`src/rtl/ldpc_ber_tester_status_monitor.sv`:
```
// Decoder status pass-through with a 2-entry skid buffer plus decode statistics.
// Live counters are captured into snapshot registers on request so the regmap reads a coherent set.
module ldpc_ber_tester_status_monitor #(
    parameter int ID_W     = 8,
    parameter int ITER_LSB = 8,
    parameter int ITER_W   = 6,
    parameter int PASS_BIT = 14,
    parameter int CNT_W    = 48
) (
    input  logic              data_clk,
    input  logic              data_resetn,
    input  logic              clear,
    input  logic              snap,
    input  logic [31:0]       s_axis_status_tdata,
    input  logic              s_axis_status_tvalid,
    output logic              s_axis_status_tready,
    output logic [31:0]       m_axis_status_tdata,
    output logic              m_axis_status_tvalid,
    input  logic              m_axis_status_tready,
    output logic [CNT_W-1:0]  snap_blocks,
    output logic [CNT_W-1:0]  snap_parity_fail,
    output logic [63:0]       snap_iter_sum,
    output logic [ITER_W-1:0] snap_iter_max,
    output logic [ID_W-1:0]   snap_last_fail_id,
    output logic              snap_valid
);

    typedef enum logic [1:0] {EMPTY, ONE, TWO} skid_state_t;

    skid_state_t state_reg, state_next;
    logic [31:0] head_reg, head_next;
    logic [31:0] spare_reg, spare_next;
    logic        ready_reg;
    logic        accept;
    logic        pop;

    assign accept = s_axis_status_tvalid && ready_reg;
    assign pop    = (state_reg != EMPTY) && m_axis_status_tready;

    always_comb begin
        state_next = state_reg;
        head_next  = head_reg;
        spare_next = spare_reg;
        case (state_reg)
            EMPTY: begin
                if (accept) begin
                    state_next = ONE;
                    head_next  = s_axis_status_tdata;
                end
            end
            ONE: begin
                case ({accept, pop})
                    2'b10: begin
                        state_next = TWO;
                        spare_next = s_axis_status_tdata;
                    end
                    2'b01:   state_next = EMPTY;
                    2'b11:   head_next  = s_axis_status_tdata;
                    default: state_next = ONE;
                endcase
            end
            TWO: begin
                if (pop) begin
                    state_next = ONE;
                    head_next  = spare_reg;
                end
            end
            default: state_next = EMPTY;
        endcase
    end

    // Ready is registered from the next state, so upstream never sees a path from m_tready.
    always_ff @(posedge data_clk or negedge data_resetn) begin
        if (!data_resetn) begin
            state_reg <= EMPTY;
            head_reg  <= '0;
            spare_reg <= '0;
            ready_reg <= 1'b0;
        end else begin
            state_reg <= state_next;
            head_reg  <= head_next;
            spare_reg <= spare_next;
            ready_reg <= (state_next != TWO);
        end
    end

    assign s_axis_status_tready = ready_reg;
    assign m_axis_status_tvalid = (state_reg != EMPTY);
    assign m_axis_status_tdata  = head_reg;

    logic              pend_reg;
    logic [ID_W-1:0]   pend_id_reg;
    logic [ITER_W-1:0] pend_iter_reg;
    logic              pend_pass_reg;

    logic [CNT_W-1:0]  blocks_reg, fail_reg;
    logic [63:0]       sum_reg;
    logic [ITER_W-1:0] max_reg;
    logic [ID_W-1:0]   last_id_reg;

    logic [CNT_W-1:0]  blocks_inc, fail_inc;
    logic [64:0]       sum_wide;
    logic [63:0]       sum_sat;

    assign blocks_inc = (&blocks_reg) ? blocks_reg : blocks_reg + {{(CNT_W-1){1'b0}}, 1'b1};
    assign fail_inc   = (&fail_reg)   ? fail_reg   : fail_reg   + {{(CNT_W-1){1'b0}}, 1'b1};
    assign sum_wide   = {1'b0, sum_reg} + {{(65-ITER_W){1'b0}}, pend_iter_reg};
    assign sum_sat    = sum_wide[64] ? {64{1'b1}} : sum_wide[63:0];

    // The word accepted in the clear cycle is discarded together with any update landing then.
    always_ff @(posedge data_clk or negedge data_resetn) begin
        if (!data_resetn) begin
            pend_reg      <= 1'b0;
            pend_id_reg   <= '0;
            pend_iter_reg <= '0;
            pend_pass_reg <= 1'b0;
            blocks_reg    <= '0;
            fail_reg      <= '0;
            sum_reg       <= '0;
            max_reg       <= '0;
            last_id_reg   <= '0;
        end else begin
            pend_id_reg   <= s_axis_status_tdata[ID_W-1:0];
            pend_iter_reg <= s_axis_status_tdata[ITER_LSB +: ITER_W];
            pend_pass_reg <= s_axis_status_tdata[PASS_BIT];
            if (clear) begin
                pend_reg    <= 1'b0;
                blocks_reg  <= '0;
                fail_reg    <= '0;
                sum_reg     <= '0;
                max_reg     <= '0;
                last_id_reg <= '0;
            end else begin
                pend_reg <= accept;
                if (pend_reg) begin
                    blocks_reg <= blocks_inc;
                    sum_reg    <= sum_sat;
                    if (pend_iter_reg > max_reg)
                        max_reg <= pend_iter_reg;
                    if (!pend_pass_reg) begin
                        fail_reg    <= fail_inc;
                        last_id_reg <= pend_id_reg;
                    end
                end
            end
        end
    end

    always_ff @(posedge data_clk or negedge data_resetn) begin
        if (!data_resetn) begin
            snap_blocks       <= '0;
            snap_parity_fail  <= '0;
            snap_iter_sum     <= '0;
            snap_iter_max     <= '0;
            snap_last_fail_id <= '0;
            snap_valid        <= 1'b0;
        end else if (snap) begin
            snap_blocks       <= blocks_reg;
            snap_parity_fail  <= fail_reg;
            snap_iter_sum     <= sum_reg;
            snap_iter_max     <= max_reg;
            snap_last_fail_id <= last_id_reg;
            snap_valid        <= 1'b1;
        end
    end

endmodule

```
`config.mk`:
```
export PLATFORM = sky130hd
export DESIGN_NAME = ldpc_ber_tester_status_monitor
export DESIGN_NICKNAME = d
export VERILOG_FILES = /design/src/rtl/ldpc_ber_tester_status_monitor.sv
export SDC_FILE = /design/constraint.sdc
export NUM_CORES = 1
export LEC_CHECK = 0
export CAP_MARGIN = 20
export CORE_UTILIZATION = 50
export CTS_CLUSTER_DIAMETER = 30
export DETAILED_ROUTE_END_ITERATION = 8
export PLACE_DENSITY = 0.84
export SLEW_MARGIN = 30
export SYNTH_ARGS = -nofsm -noshare
export SYNTH_HDL_FRONTEND = slang
export SYNTH_SLANG_ARGS = --single-unit
export TNS_END_PERCENT = 1
```
`constraint.sdc`:
```
create_clock -name data_clk -period 3.2 [get_ports data_clk]
set_clock_uncertainty 0.15 [all_clocks]
set_input_delay 0.64 -clock data_clk [delete_from_list [all_inputs] [get_ports data_clk]]
set_output_delay 0.64 -clock data_clk [all_outputs]
set_load 0.02 [all_outputs]
```
== Yosys cells after proc, flatten, opt, wreduce, memory -nomap -nowiden ==
Cells that the tools add are included.
Widths: inputs -> output; s select.
Storage, ports and cells
  register bits: 432
  input port bits: 38
  logic and storage cells: 75
  output and inout bits: 209
Operators by class
  add/sub/neg operators: 3
  eq/ne operators: 12
  reduce and logical (&&, ||, !) cells: 15
  magnitude comparators: 1
  muxes and demuxes: 25
Operators with widths (count)
  $mux 48: 7
  $mux 64: 3
  $add 48x1->48 const B: 2
  $mux 32: 3
  $pmux 32 s3: 1
  $reduce_and 48->1: 2
  $add 64x6->65: 1
  $mux 8: 3
  $mux 6: 3
  $ne 2x2->1 const B: 6
  $pmux 2 s3: 2
  $reduce_and 2->1: 4
  $eq 2x2->1 const B: 3
  $gt 6x6->1: 1
  $reduce_bool 2->1: 3
  $eq 2x1->1 const B: 2
  $mux 2: 2
  $reduce_and 4->1: 1
  $reduce_and 3->1: 1
  $reduce_bool 3->1: 1
  $logic_and 1x1->1: 2
  $logic_not 2->1: 1
  $ne 2x1->1 const B: 1
  $mux 1: 1

== Logic depth before layout (Yosys ltp) ==
  depth in word-level cells: 6
  mapped depth: 10
  gate-level depth less buffers: 8

== Least setup slack after synthesis ==
No wires, ideal clock.
  path kind: flip-flop to flip-flop
  from: register pend_iter_reg[0]
  to: register sum_reg[55]
  library setup time: 0.119 ns
  data required time: 2.931 ns
  slack: 0.429 ns
  buffers on the path: 2
  cell stages (with the launch flop): 11
  clock period less this slack: 2.771 ns
  arrival: 2.502 ns
  cells stage by stage: dfrtp_1 ha_1 fa_1 a21o_1 a221o_1 nand4_1 clkbuf_1 nor2_1 buf_2 o21a_1 o21a_1
Between the ends
  cells in the longest elaborated chain, start to end: 4
RTL lines
  start: declaration: line 93  | logic [ITER_W-1:0] pend_iter_reg;
  start signal: assignment: line 124  | pend_iter_reg <= s_axis_status_tdata[ITER_LSB +: ITER_W];
  $add 64x6->65: line 107  | assign sum_wide = {1'b0, sum_reg} + {{(65-ITER_W){1'b0}}, pend_iter_reg};
  $mux 64: line 108  | assign sum_sat = sum_wide[64] ? {64{1'b1}} : sum_wide[63:0];
  $mux 64: line 135  | if (pend_reg) begin
  $mux 64: line 126  | if (clear) begin
  end signal: assignment: line 137  | sum_reg <= sum_sat;
  end: declaration: line 97  | logic [63:0] sum_reg;
Every way passes these cells. The select of a mux whose other input is x is not followed.
A chain may end at the register's enable or synchronous reset.

== Final worst setup path ==
  from: register pend_iter_reg[0]
  to: register sum_reg[42]
Same word-level chain as after synthesis.

==> results.py <==
metrics = {
    "drt": {
        "drtIter0Drc": 1221,
        "drt_wl_total_um": 52800,
        "wl_met1_um": 22000,
        "wl_met3_um": 4000,
        "highest_layer": "met4",
        "ant_nets": 0,
        "firstDrtPassIters": 7,
        "via_per_inst": 5.83,
        "post-route-drc-count": 0,
        "vias": 15600,
        "wire_per_inst_um": 19.7,
        "route.met2.wl_um": 25100,
    },
    "setup_path": {
        "crit_arrival_ns": 3.36,
        "max_stage_delay_ns": 0.42,
        "path_delay_family": "compound AO/OA/AOI/OAI gates",
        "crit_fanout": 6,
        "critPathKind": "flop to flop",
        "cp_slowest_cell": "fa_1",
        "required_ns": 3.53,
        "endpoint_kind": "flop",
        "cp_cell_sequence": "ha_1, fa_1, a21o_1, a221o_1, nand4_1, or2_0, buf_4, a21oi_1, o221a_1",
        "startpoint_type": "flop",
        "worst-path-buf-inv": 1,
    },
    "global_routing": {
        "grt_max_degree": 124,
        "grt_use_total": 0.269,
        "grt_overflow": 0,
        "grt_pass1_vias": 16200,
        "antenna_found_initial": 0,
        "grt_pass1_wl_um": 85000,
    },
    "power_and_ir_drop": {
        "p_per_area_nw_per_um2": 687,
        "ir_drop_mv": 0.553,
        "leakagePower_nw": 11.5,
    },
    "yosys": {
        "ys_types": 75,
        "syn-cell-area_sq_um": 19600,
        "syn_avg_cell_area_sq_um": 11.0,
        "async_flop_share": 1.00,
        "synth_edf_count": 0,
        "yosysWarnings": 0,
        "syn_nets": 1830,
        "ys_seq_elements": 432,
        "ys_seq_area_frac": 0.551,
        "yosys_most_used_dff": "dfrtp_1",
        "synth_cells": 1777,
    },
    "cts": {
        "h-tree-depth": 3,
        "cts_made_buffers": 90,
        "holdBufCountCts": 1,
        "root_buffer": "clkbuf_16",
        "clk_pin_slew_ns": 0.05,
        "cts_setup_buffers": 0,
        "cts_resized": 0,
        "cts_buffer_depth": 3,
        "cts_sinks": 432,
        "worst_skew_pair.late_latency_ns": 0.60,
        "cts_tree": "built",
    },
    "cells_and_area": {
        "drive_above_1_share": 0.213,
        "layout_common_cells": "431 x dfrtp_1, 243 x clkdlybuf4s50_1, 206 x mux2_2",
        "num-nets-final": 2138,
        "post-route-util": 0.678,
        "final_common_cell": "dfrtp_1",
        "antennaDiodeCount": 0,
        "fillers": 2596,
        "area_delta_synth_final_pct": 33.6,
    },
    "timing": {
        "rsz0062_at_grt": "no",
        "hold_viol": 0,
        "max_slew_margin": 0.523,
        "timing.fmax_mhz": 331,
        "setup-violations-final": 0,
        "worst_slew_pin_slew_ns": 0.715,
        "slew_violations": 0,
        "finalCritPeriodShare": 0.945,
        "fin_crit_ns": 3.03,
        "holdWs_ns": 0.347,
        "setup-tns-final_ns": 0,
    },
    "floorplan": {
        "rows": 72,
        "core_sq_um": 38600,
        "die_w_um": 200,
        "start_util": 0.508,
        "io_pins": 247,
        "die_h_um": 200,
        "dieArea_sq_um": 40000,
    },
    "job": {
        "cap_viol_max_count": 0,
    },
    "placed_design": {
        "place_congestion": 0.901,
        "place_hpwl_um": 34200,
        "io_buffers": 246,
    },
    "hold_path": {
        "hold_class": "flop to flop",
    },
    "run_status": {
        "status": "finished, final reports clean",
    },
}
through the flow:
step / instances / setup WS (ns) / power (mW) / instance area, sq um
after floorplan: 1777 / 0.429 / 7.33 / 19600
after global placement: 2510 / 0.334 / 8.23 / 23000
after detailed placement: 2510 / 0.231 / 8.32 / 23000
after CTS: 2677 / 0.203 / 18.1 / 26200
after global routing: 2677 / 0.0351 / 18.6 / 26200
final: 2677 / 0.174 / 18.0 / 26200
kinds of logic after synthesis:
kind of cell | Yosys count | share of synthesized area
AO/OA/AOI/OAI | 230 | 0.0786
buffers and inverters | 131 | 0.0260
AND/OR/NAND/NOR | 666 | 0.172
multiplexers | 216 | 0.123
adder cells (fa/ha/maj) | 15 | 0.00995
XOR/XNOR | 87 | 0.0388
flip-flops | 432 | 0.551
cells in the mapped netlist (21+ instances only):
master    instances  share of area
nand2_1         147          0.028
mux2_2          206           0.12
and4_1           21         0.0094
a21oi_1          40          0.010
nand4_1          49          0.016
xnor2_1          33          0.015
nor2_1          191          0.037
nand3_1          61          0.016
and3_1           50          0.016
xor2_1           54          0.024
inv_1            34         0.0065
clkbuf_1         79          0.015
o21ai_0          33         0.0084
a31oi_1          49          0.016
nor4_1           29         0.0092
nor3_1           47          0.012
o21a_1           23         0.0088
dfrtp_1         432           0.55
final timing paths:
kind	end	startpoint	cells past startpoint	slack, ns
max in group asynchronous	m_axis_status_tdata[10]	data_resetn	3	1.49
worst min-delay path	snap_valid	snap_valid	1	0.35
worst min register to register	snap_valid	snap_valid	1	0.35
worst max register to register	sum_reg[42]	pend_iter_reg[0]	9	0.17
worst max-delay path	sum_reg[42]	pend_iter_reg[0]	9	0.17
min in group asynchronous	snap_parity_fail[23]	data_resetn	2	0.48
final cells by class:
| class | instances | area [sq um] | share of cell area |
|---|---|---|---|
| timing repair buffer | 311 | 3090 | 0.118 |
| sequential | 432 | 10800 | 0.413 |
| tap | 518 | 648 | 0.0247 |
| inverter | 36 | 135 | 0.00516 |
| clock inverter | 55 | 752 | 0.0287 |
| clock buffer | 111 | 2450 | 0.0936 |
| multi-input combinational | 1214 | 8310 | 0.317 |
report_power, final:
| group | internal (mW) | switching [mW] | total [mW] |
|---|---|---|---|
| logic | 0.922 | 1.10 | 2.02 |
| registers | 5.95 | 0.306 | 6.25 |
| clock network | 6.65 | 3.07 | 9.73 |
layer usage:
metal,global-route usage,vias up
met3,0.0642,152
met5,0,-
li1,-,7030
met4,0.120,0
met1,0.352,7752
met2,0.426,684
No activity file was read; power rests on OpenSTA's default activity.
